**config.mk**
```make
export PLATFORM = sky130hd
export DESIGN_NAME = interrupt_ctrl_flat
export DESIGN_NICKNAME = d
export VERILOG_FILES = /design/src/rtl/interrupt_ctrl_if.sv /design/src/rtl/interrupt_ctrl.sv /design/src/flat_wrapper.sv
export SDC_FILE = /design/constraint.sdc
export NUM_CORES = 1
export LEC_CHECK = 0
export BUFFER_PORTS_ARGS = -buffer_cell sky130_fd_sc_hd__buf_4
export CAP_MARGIN = 10
export CORE_MARGIN = 1
export CORE_UTILIZATION = 43
export CTS_BUF_LIST = sky130_fd_sc_hd__clkbuf_4 sky130_fd_sc_hd__clkbuf_8 sky130_fd_sc_hd__clkbuf_16
export CTS_CLUSTER_SIZE = 14
export DETAILED_ROUTE_END_ITERATION = 10
export PLACE_DENSITY_LB_ADDON = 0.08
export SLEW_MARGIN = 20
export SYNTH_ARGS = -nofsm -noshare
export SYNTH_HDL_FRONTEND = slang
export SYNTH_SLANG_ARGS = --single-unit
```
**constraint.sdc**
```tcl
create_clock -name clk -period 2 [get_ports clk]
set_input_delay 0.3 -clock clk [delete_from_list [all_inputs] [get_ports clk]]
set_output_delay 0.3 -clock clk [all_outputs]
set_load 0.02 [all_outputs]
```
**src/rtl/interrupt_ctrl_if.sv**
```systemverilog
// ---------------------------------------------------------------------------
// interrupt_ctrl_if : event-source and CPU-side signal bundle of interrupt_ctrl
// Rev 1.0 -- lost_cnt member present only with INT_LOST_CNT_EN
// ---------------------------------------------------------------------------
`default_nettype none

interface interrupt_ctrl_if #(
    parameter int TMR_W = 16
);
    logic [6:0]       ext_irq;
    logic [7:0]       mask;
    logic             tmr_en;
    logic [TMR_W-1:0] tmr_load;
    logic [15:0]      direcciones;
    logic [7:0]       int_e;
    logic [7:0]       pending;
    logic             tmr_tick;
`ifdef INT_LOST_CNT_EN
    logic [7:0]       lost_cnt;

    modport master (
        output ext_irq, mask, tmr_en, tmr_load, direcciones,
        input  int_e, pending, tmr_tick, lost_cnt
    );
    modport slave (
        input  ext_irq, mask, tmr_en, tmr_load, direcciones,
        output int_e, pending, tmr_tick, lost_cnt
    );
`else
    modport master (
        output ext_irq, mask, tmr_en, tmr_load, direcciones,
        input  int_e, pending, tmr_tick
    );
    modport slave (
        input  ext_irq, mask, tmr_en, tmr_load, direcciones,
        output int_e, pending, tmr_tick
    );
`endif
endinterface

`default_nettype wire

```
**src/rtl/interrupt_ctrl.sv**
```systemverilog
// ---------------------------------------------------------------------------
// interrupt_ctrl : 8-source interrupt controller (source 0 = timer, 1..7 ext)
// Rev 1.0 -- optional lost-event counter enabled by INT_LOST_CNT_EN
// ---------------------------------------------------------------------------
`default_nettype none

module interrupt_ctrl #(
    parameter int          TMR_W    = 16,
    parameter logic [15:0] VEC_BASE = 16'hFFF0
) (
    input  logic             clk,
    input  logic             reset,
    interrupt_ctrl_if.slave  bus
);

    logic [6:0]       r_s1;
    logic [6:0]       r_s2;
    logic [6:0]       r_s3;
    logic [6:0]       w_rise;
    logic [TMR_W-1:0] r_cnt;
    logic             w_expire;
    logic             r_tick;
    logic [7:0]       w_set;
    logic [7:0]       w_ack;
    logic [7:0]       r_pend;

    // External lines: 2-FF synchroniser followed by a history flop for edge detect
    always_ff @(posedge clk or negedge reset) begin
        if (!reset) begin
            r_s1 <= '0;
            r_s2 <= '0;
            r_s3 <= '0;
        end else begin
            r_s1 <= bus.ext_irq;
            r_s2 <= r_s1;
            r_s3 <= r_s2;
        end
    end

    assign w_rise   = r_s2 & ~r_s3;
    assign w_expire = bus.tmr_en && (bus.tmr_load != '0) && (r_cnt <= TMR_W'(1));

    // Expiry at cnt<=1 and reload to tmr_load gives a period of exactly tmr_load
    always_ff @(posedge clk or negedge reset) begin
        if (!reset) begin
            r_cnt  <= '0;
            r_tick <= 1'b0;
        end else begin
            r_tick <= w_expire;
            if (!bus.tmr_en || w_expire) begin
                r_cnt <= bus.tmr_load;
            end else if (bus.tmr_load != '0) begin
                r_cnt <= r_cnt - TMR_W'(1);
            end
        end
    end

    for (genvar i = 0; i < 8; i++) begin : g_ack
        localparam logic [15:0] c_vec = VEC_BASE + 16'(i);
        assign w_ack[i] = (bus.direcciones == c_vec);
    end

    assign w_set = {w_rise, w_expire};

    // A new event in the same cycle as its acknowledge keeps the bit set
    always_ff @(posedge clk or negedge reset) begin
        if (!reset) begin
            r_pend <= '0;
        end else begin
            r_pend <= (r_pend & ~w_ack) | w_set;
        end
    end

    assign bus.pending  = r_pend;
    assign bus.int_e    = r_pend & bus.mask;
    assign bus.tmr_tick = r_tick;

`ifdef INT_LOST_CNT_EN
    localparam logic [15:0] c_lost_clr = VEC_BASE + 16'd8;

    logic       w_lost_hit;
    logic       w_lost_clr;
    logic [7:0] r_lost;

    assign w_lost_hit = |(w_set & r_pend & ~w_ack);
    assign w_lost_clr = (bus.direcciones == c_lost_clr);

    always_ff @(posedge clk or negedge reset) begin
        if (!reset) begin
            r_lost <= '0;
        end else if (w_lost_clr) begin
            r_lost <= '0;
        end else if (w_lost_hit && (r_lost != 8'hFF)) begin
            r_lost <= r_lost + 8'd1;
        end
    end

    assign bus.lost_cnt = r_lost;
`endif

endmodule

`default_nettype wire

```
**src/flat_wrapper.sv**
```systemverilog
// flat-port wrapper written by rule: the top's interface ports become plain ports
module interrupt_ctrl_flat 
#(
    parameter int          TMR_W    = 16,
    parameter logic [15:0] VEC_BASE = 16'hFFF0
)
  (clk, reset, bus_ext_irq, bus_mask, bus_tmr_en, bus_tmr_load, bus_direcciones, bus_int_e, bus_pending, bus_tmr_tick);
  interrupt_ctrl_if #(.TMR_W(TMR_W)) bus_i ();
  input  logic clk;
  input  logic reset;
  input wire logic [$bits(bus_i.ext_irq)-1:0] bus_ext_irq;
  input wire logic [$bits(bus_i.mask)-1:0] bus_mask;
  input wire logic [$bits(bus_i.tmr_en)-1:0] bus_tmr_en;
  input wire logic [$bits(bus_i.tmr_load)-1:0] bus_tmr_load;
  input wire logic [$bits(bus_i.direcciones)-1:0] bus_direcciones;
  output wire logic [$bits(bus_i.int_e)-1:0] bus_int_e;
  output wire logic [$bits(bus_i.pending)-1:0] bus_pending;
  output wire logic [$bits(bus_i.tmr_tick)-1:0] bus_tmr_tick;
  assign bus_i.ext_irq = bus_ext_irq;
  assign bus_i.mask = bus_mask;
  assign bus_i.tmr_en = bus_tmr_en;
  assign bus_i.tmr_load = bus_tmr_load;
  assign bus_i.direcciones = bus_direcciones;
  assign bus_int_e = bus_i.int_e;
  assign bus_pending = bus_i.pending;
  assign bus_tmr_tick = bus_i.tmr_tick;
  interrupt_ctrl #(.TMR_W(TMR_W), .VEC_BASE(VEC_BASE)) u_core (.clk(clk), .reset(reset), .bus(bus_i));
endmodule
```
==> results of run 1 <==
power by group:
group	switching, mW	internal [mW]	leakage (nW)	total (mW)
Sequential	0.0460	0.986	0.521	1.03
Clock	0.352	0.262	0.0506	0.613
Combinational	0.162	0.167	0.700	0.328
area by class of cell:
cell class,instances,area [sq um]
Clock buffer,5,68.82
Clock inverter,3,28.78
Fill cell,373,1594
Inverter,10,37.54
Multi-Input combinational cell,138,883.3
Sequential cell,46,1151
Tap cell,52,65.06
Timing Repair Buffer,86,645.6
through the flow:
stage,total power [mW],TNS (ps),hold slack (ps),std cells
after global placement,1.357,0,332.9,331
final,1.974,0,-19.41,340
after detailed placement,1.364,0,337.9,331
after CTS,1.981,0,3.194,340
after floorplan,1.178,0,4.409,199
after global routing,2.063,-27.34,25.08,340
critical path: stages (launching register included):
cell	delay, ps
dfrtp_1	420
or4_4	560
or4_4	500
a211o_1	270
a31oi_1	150
cell families (layout without fill, tap and decap cells):
group / count (synthesis) / count (layout) / share of synthesized area, %
buffers and inverters: 15 / 104 / 2.789
adders and majority gates: 2 / 2 / 1.213
AOI/OAI and AO/OA: 54 / 54 / 17.47
and+or+nand+nor: 82 / 82 / 22.74
DFF: 46 / 46 / 55.79
repair_timing:
action                                  4_1_cts  5_1_grt
endpoints found under the setup margin        1       13
pin swaps                                     0        4
gates resized for setup                       0        7
setup buffers                                 1        0
flip-flops by register name, summed over array words and instances, names as in the netlist:
signal and cells:
u_core.r_cnt 16, u_core.bus.pending 8, u_core.r_s1 7, u_core.r_s2 7
u_core.r_s3 7, u_core.bus.tmr_tick 1
routing by layer:
metal,share of wire (%),routed length (um),GRT usage [%]
met1,46,2356,30.93
met5,0,0,0
met3,6.0,304,4.923
met2,46,2354,31.85
met4,1.4,72,7.556
how the worst min path moves through the flow:
stage | endpoint | slack [ps] | cells past startpoint
final | u_core.r_cnt[12]$_DFFE_PN0P_ | -20 | 1
after global routing | u_core.r_cnt[14]$_DFFE_PN0P_ | 30 | 1
after CTS | u_core.r_cnt[1]$_DFFE_PN0P_ | 3 | 1
after detailed placement | u_core.r_cnt[14]$_DFFE_PN0P_ | 340 | 1
after global placement | u_core.r_s2[6]$_DFF_PN0_ | 330 | 0
after floorplan | u_core.bus.pending[0]$_DFF_PN0_ | 4 | 0
placed cells by master (no fill, tap or decap), drive strengths merged, types with 7 or more instances in the layout:
| cell | n |
|---|---|
| nor4 | 9 |
| nand2 | 15 |
| o21ai | 21 |
| inv | 12 |
| buf | 86 |
| nand4 | 9 |
| and2 | 9 |
| nand3 | 8 |
| o211ai | 7 |
| nor2 | 12 |
| dfrtp | 46 |
==> results.json, run 1 <==
{
  "synth-edff-count": 0,
  "crit_fanout": 3,
  "totalWireLength_um": 5088,
  "core_sq_um": 4474,
  "finalSetupViolCount": 0,
  "cts.clk_slew.worst_paths_ps": 100,
  "synth_top_area_share_pct": 55.79,
  "root_buffer": "clkbuf_8",
  "wl_per_cell_um": 14.96,
  "synth_area_leaders": "dfrtp_1 (56%), o21ai_0 (4.9%), and2_1 (2.7%)",
  "die_x_um": 71.27,
  "async_flop_share_pct": 100.0,
  "syn-num-nets": 251,
  "cts_buffers": 5,
  "ys_seq_elements": 46,
  "power_leakage_nw": 1.272,
  "pre_cts_slack_ps": 15.10,
  "min_period_over_period_pct": 98.00,
  "synthCells": 199,
  "grt_max_degree": 47,
  "grt-ovfl-total": 0,
  "synth_flop_cell": "dfrtp_1",
  "period_minus_slack_ps": 1960,
  "ys_warn_count": 0,
  "rsz0062_at_grt": "true",
  "grt_pass1_wl_um": 8418,
  "die_h_um": 71.27,
  "violations": "design-rule violations, negative hold slack",
  "drc": 6,
  "rr_endpoint": "u_core.r_cnt[14]$_DFFE_PN0P_",
  "peakVddDrop_v": 0.0006546,
  "cts_tree": "yes",
  "hold_path_class": "in2async",
  "postLayoutCoreUtil_pct": 64.37,
  "maxCapViolations": 0,
  "antenna_cells": 0,
  "end_kind": "flop",
  "core.rowCount": 24,
  "clk_path_buf_depth": 2,
  "cts.hold.buffers_added": 0,
  "hpwl_um": 3839,
  "vias_per_cell": 5.603,
  "clock_sinks": 46,
  "critPathRequiredTime_ps": 2230,
  "fmax_mhz": 510.2,
  "synth.cells.most_frequent": "dfrtp_1 (46), o21ai_0 (20), nand2_1 (15), nor2_1 (12), inv_1 (10)",
  "antenna_found_initial": 0,
  "r2r_start": "u_core.r_cnt[8]$_DFFE_PN0P_",
  "final_cell_area_sq_um": 2880,
  "seq_area_frac_synth_pct": 55.79,
  "syn2layout_area_growth_pct": 39.60,
  "cp.arrival_ps": 2190,
  "slew_violations": 0,
  "max-slew-margin-rel_pct": 61.43,
  "crit_path_end": "u_core.r_cnt[14]$_DFFE_PN0P_",
  "startpoint": "u_core.r_cnt[8]$_DFFE_PN0P_",
  "grtUsageTotal_pct": 21.40,
  "p_per_area_nw_per_um2": 685.2,
  "cp-start-kind": "flop",
  "syn_avg_cell_area_sq_um": 10.37,
  "antenna_left": 0,
  "start_util_pct": 46.11,
  "pin_count": 67,
  "dieArea_sq_um": 5079,
  "crit_type": "reg2reg",
  "dr.first_iter.drc_count": 133,
  "vias": 1905,
  "whs_ps": -19.41,
  "place_congestion": 0.8646,
  "rr_worst_depth": 4,
  "synth.distinct_cells": 38,
  "fin_nets": 339,
  "grt_pass1_vias": 1779,
  "timing.final.ws_setup_ps": 39.98,
  "clk_latency_ps": 310,
  "dpl-instance-area_sq_um": 2746,
  "status": "complete, but fails checks",
  "cts_htree_levels": 2,
  "reg2reg_slack_ps": 40,
  "first_pass_iters": 11,
  "finalHoldViolCount": 20,
  "tightest_slew_ps": 578.5,
  "synth_area_sq_um": 2063,
  "fin_worst_skew_ps": 7.336,
  "drive_above_1_share_pct": 36.46,
  "numPortBuffers": 66,
  "yosysTopAreaCell": "dfrtp_1",
  "yosysMostFrequentCell": "dfrtp_1"
}
(Power assumes the default switching activity.)
==> inputs of run 2 (changes only) <==
--- a/config.mk
+++ b/config.mk
@@ -5,13 +5,13 @@
 export SDC_FILE = /design/constraint.sdc
 export NUM_CORES = 1
 export LEC_CHECK = 0
-export BUFFER_PORTS_ARGS = -buffer_cell sky130_fd_sc_hd__buf_4
 export CAP_MARGIN = 10
 export CORE_MARGIN = 1
 export CORE_UTILIZATION = 43
 export CTS_BUF_LIST = sky130_fd_sc_hd__clkbuf_4 sky130_fd_sc_hd__clkbuf_8 sky130_fd_sc_hd__clkbuf_16
 export CTS_CLUSTER_SIZE = 14
 export DETAILED_ROUTE_END_ITERATION = 10
+export DONT_BUFFER_PORTS = 1
 export PLACE_DENSITY_LB_ADDON = 0.08
 export SLEW_MARGIN = 20
 export SYNTH_ARGS = -nofsm -noshare
==> run 2 against run 1 <==
  * The run ends with design-rule violations left
  * Hold slack gained 40 ps
  * Sequential power about the same
  * Design area down 14%
  * Worst setup slack got worse by 37 ps
  * First-iteration DRC count down 36%
  * Critical path type unchanged
==> results.json, run 2 (synthesized netlist as in run 1, its figures left out) <==
{
  "dieArea_sq_um": 5079,
  "finalSetupViolCount": 0,
  "whs_ps": 20.55,
  "fmax_mhz": 500.8,
  "final_cell_area_sq_um": 2480,
  "drive_above_1_share_pct": 17.75,
  "totalWireLength_um": 4863,
  "rr_worst_depth": 4,
  "finalHoldViolCount": 0,
  "largest_reg_flops": 16,
  "clk_path_buf_depth": 2,
  "final_cells": 283,
  "whs_path_depth": 0,
  "tightest_slew_ps": 350.3,
  "dpl-instance-area_sq_um": 2266,
  "vias": 1743,
  "timing.final.ws_setup_ps": 3.201,
  "core_sq_um": 4474,
  "max-slew-margin-rel_pct": 76.43,
  "power_leakage_nw": 0.9995,
  "cts_tree": "yes",
  "min_period_over_period_pct": 99.84,
  "dr.first_iter.drc_count": 85,
  "start_util_pct": 46.11,
  "rsz0062_at_grt": "true",
  "mostFrequentLayoutCells": "dfrtp_1 (45), buf_4 (22), o21ai_0 (20)",
  "antenna_left": 0,
  "critPathRequiredTime_ps": 2230,
  "end_kind": "flop",
  "whs_endpoint": "u_core.r_s1[6]$_DFF_PN0_",
  "cts.clk_slew.worst_paths_ps": 100,
  "hold_path_class": "in2reg",
  "antenna_cells": 0,
  "postLayoutCoreUtil_pct": 55.43,
  "period_minus_slack_ps": 1997,
  "crit_type": "reg2reg",
  "fin_worst_skew_ps": 4.400,
  "cts_htree_levels": 2,
  "p_per_area_nw_per_um2": 755.1,
  "top_register": "u_core.r_cnt",
  "violations": "design-rule violations",
  "place_congestion": 0.8697,
  "clk_latency_ps": 300,
  "cp.arrival_ps": 2230,
  "pre_cts_slack_ps": -27.02,
  "layout_commonest_cell": "dfrtp_1",
  "vias_per_cell": 6.159,
  "numPortBuffers": 0,
  "maxCapViolations": 0,
  "holdCritStartpoint": "bus_ext_irq[6]",
  "grt_max_degree": 47,
  "die_x_um": 71.27,
  "grt_pass1_wl_um": 8086,
  "first_pass_iters": 8,
  "drc": 6,
  "antenna_found_initial": 0,
  "hpwl_um": 3619,
  "power.total_mw": 1.873,
  "r2r_start": "u_core.r_cnt[8]$_DFFE_PN0P_",
  "grtUsageTotal_pct": 20.34,
  "cts_buffers": 5,
  "grt_pass1_vias": 1722,
  "pin_count": 67,
  "cp-start-kind": "flop",
  "root_buffer": "clkbuf_8",
  "clock_sinks": 46,
  "die_h_um": 71.27,
  "wl_per_cell_um": 17.18,
  "status": "complete, but fails checks",
  "syn2layout_area_growth_pct": 20.19,
  "core.rowCount": 24,
  "fin_nets": 282,
  "peakVddDrop_v": 0.0003755,
  "grt-ovfl-total": 0,
  "crit_fanout": 3,
  "rr_endpoint": "u_core.r_cnt[14]$_DFFE_PN0P_",
  "dp.cells": 267,
  "slew_violations": 0,
  "reg2reg_slack_ps": 3,
  "fin_setup_tns_ps": 0
}
-- run 2: cell types whose count changed in the layout (fill, tap and decap cells not counted), sizes merged --
cell | previous run | this run
buf | 86 | 23
dlygate4sd3 | 0 | 6
inv | 12 | 11
clkinvlp | 0 | 1
-- run 2: worst max-delay path by stage --
| stage | startpoint | end | depth (start not counted) |
|---|---|---|---|
| 6_report | u_core.r_cnt[8]$_DFFE_PN0P_ | u_core.r_cnt[14]$_DFFE_PN0P_ | 4 |
| 5_1_grt | u_core.r_cnt[8]$_DFFE_PN0P_ | u_core.r_cnt[14]$_DFFE_PN0P_ | 4 |
| 4_1_cts | u_core.r_cnt[11]$_DFFE_PN0P_ | u_core.r_cnt[7]$_DFFE_PN0P_ | 6 |
| 3_5_place_dp | u_core.r_cnt[9]$_DFFE_PN0P_ | u_core.r_cnt[14]$_DFFE_PN0P_ | 4 |
| 3_3_place_gp | u_core.r_cnt[9]$_DFFE_PN0P_ | u_core.r_cnt[14]$_DFFE_PN0P_ | 4 |
| 2_1_floorplan | u_core.r_cnt[8]$_DFFE_PN0P_ | u_core.r_cnt[14]$_DFFE_PN0P_ | 4 |
-- run 2: report_power, final --
group | internal (mW) | switching, mW | total (mW)
clock | 0.253 | 0.344 | 0.596
sequential | 0.986 | 0.0442 | 1.03
combinational | 0.113 | 0.133 | 0.246
total | 1.35 | 0.521 | 1.87
-- run 2: area by class of cell --
type | count | area, sq um
clock inverters | 3 | 25.02
clock buffers | 5 | 68.82
flip-flops and latches | 46 | 1152
fillers | 407 | 1994
inverters | 10 | 37.54
repair buffers | 29 | 252.7
well taps | 52 | 65.06
multi-input cells | 138 | 878.3
-- run 2: routing by layer --
layer	track usage, %	vias up	routed length (um)
met5	0	-	0
met1	28.21	882	2221
li1	-	806	-
met2	32.59	50	2357
met4	5.333	0	44
met3	4.501	5	240
-- run 2: what timing repair did --
| item | CTS | global route |
|---|---|---|
| hold endpoints to repair | 46 | 5 |
| buffers inserted | 1 | 0 |
| hold buffers | 2 | 5 |
| pin swaps | 2 | 1 |
| gates resized for setup | 0 | 5 |
| setup endpoints to repair | 1 | 15 |
-- run 2: critical path: stages, from the launching register on --
cell and delay (ps):
dfrtp_1 440, or4_4 550, or4_4 500, a211o_1 310
a31oi_1 130
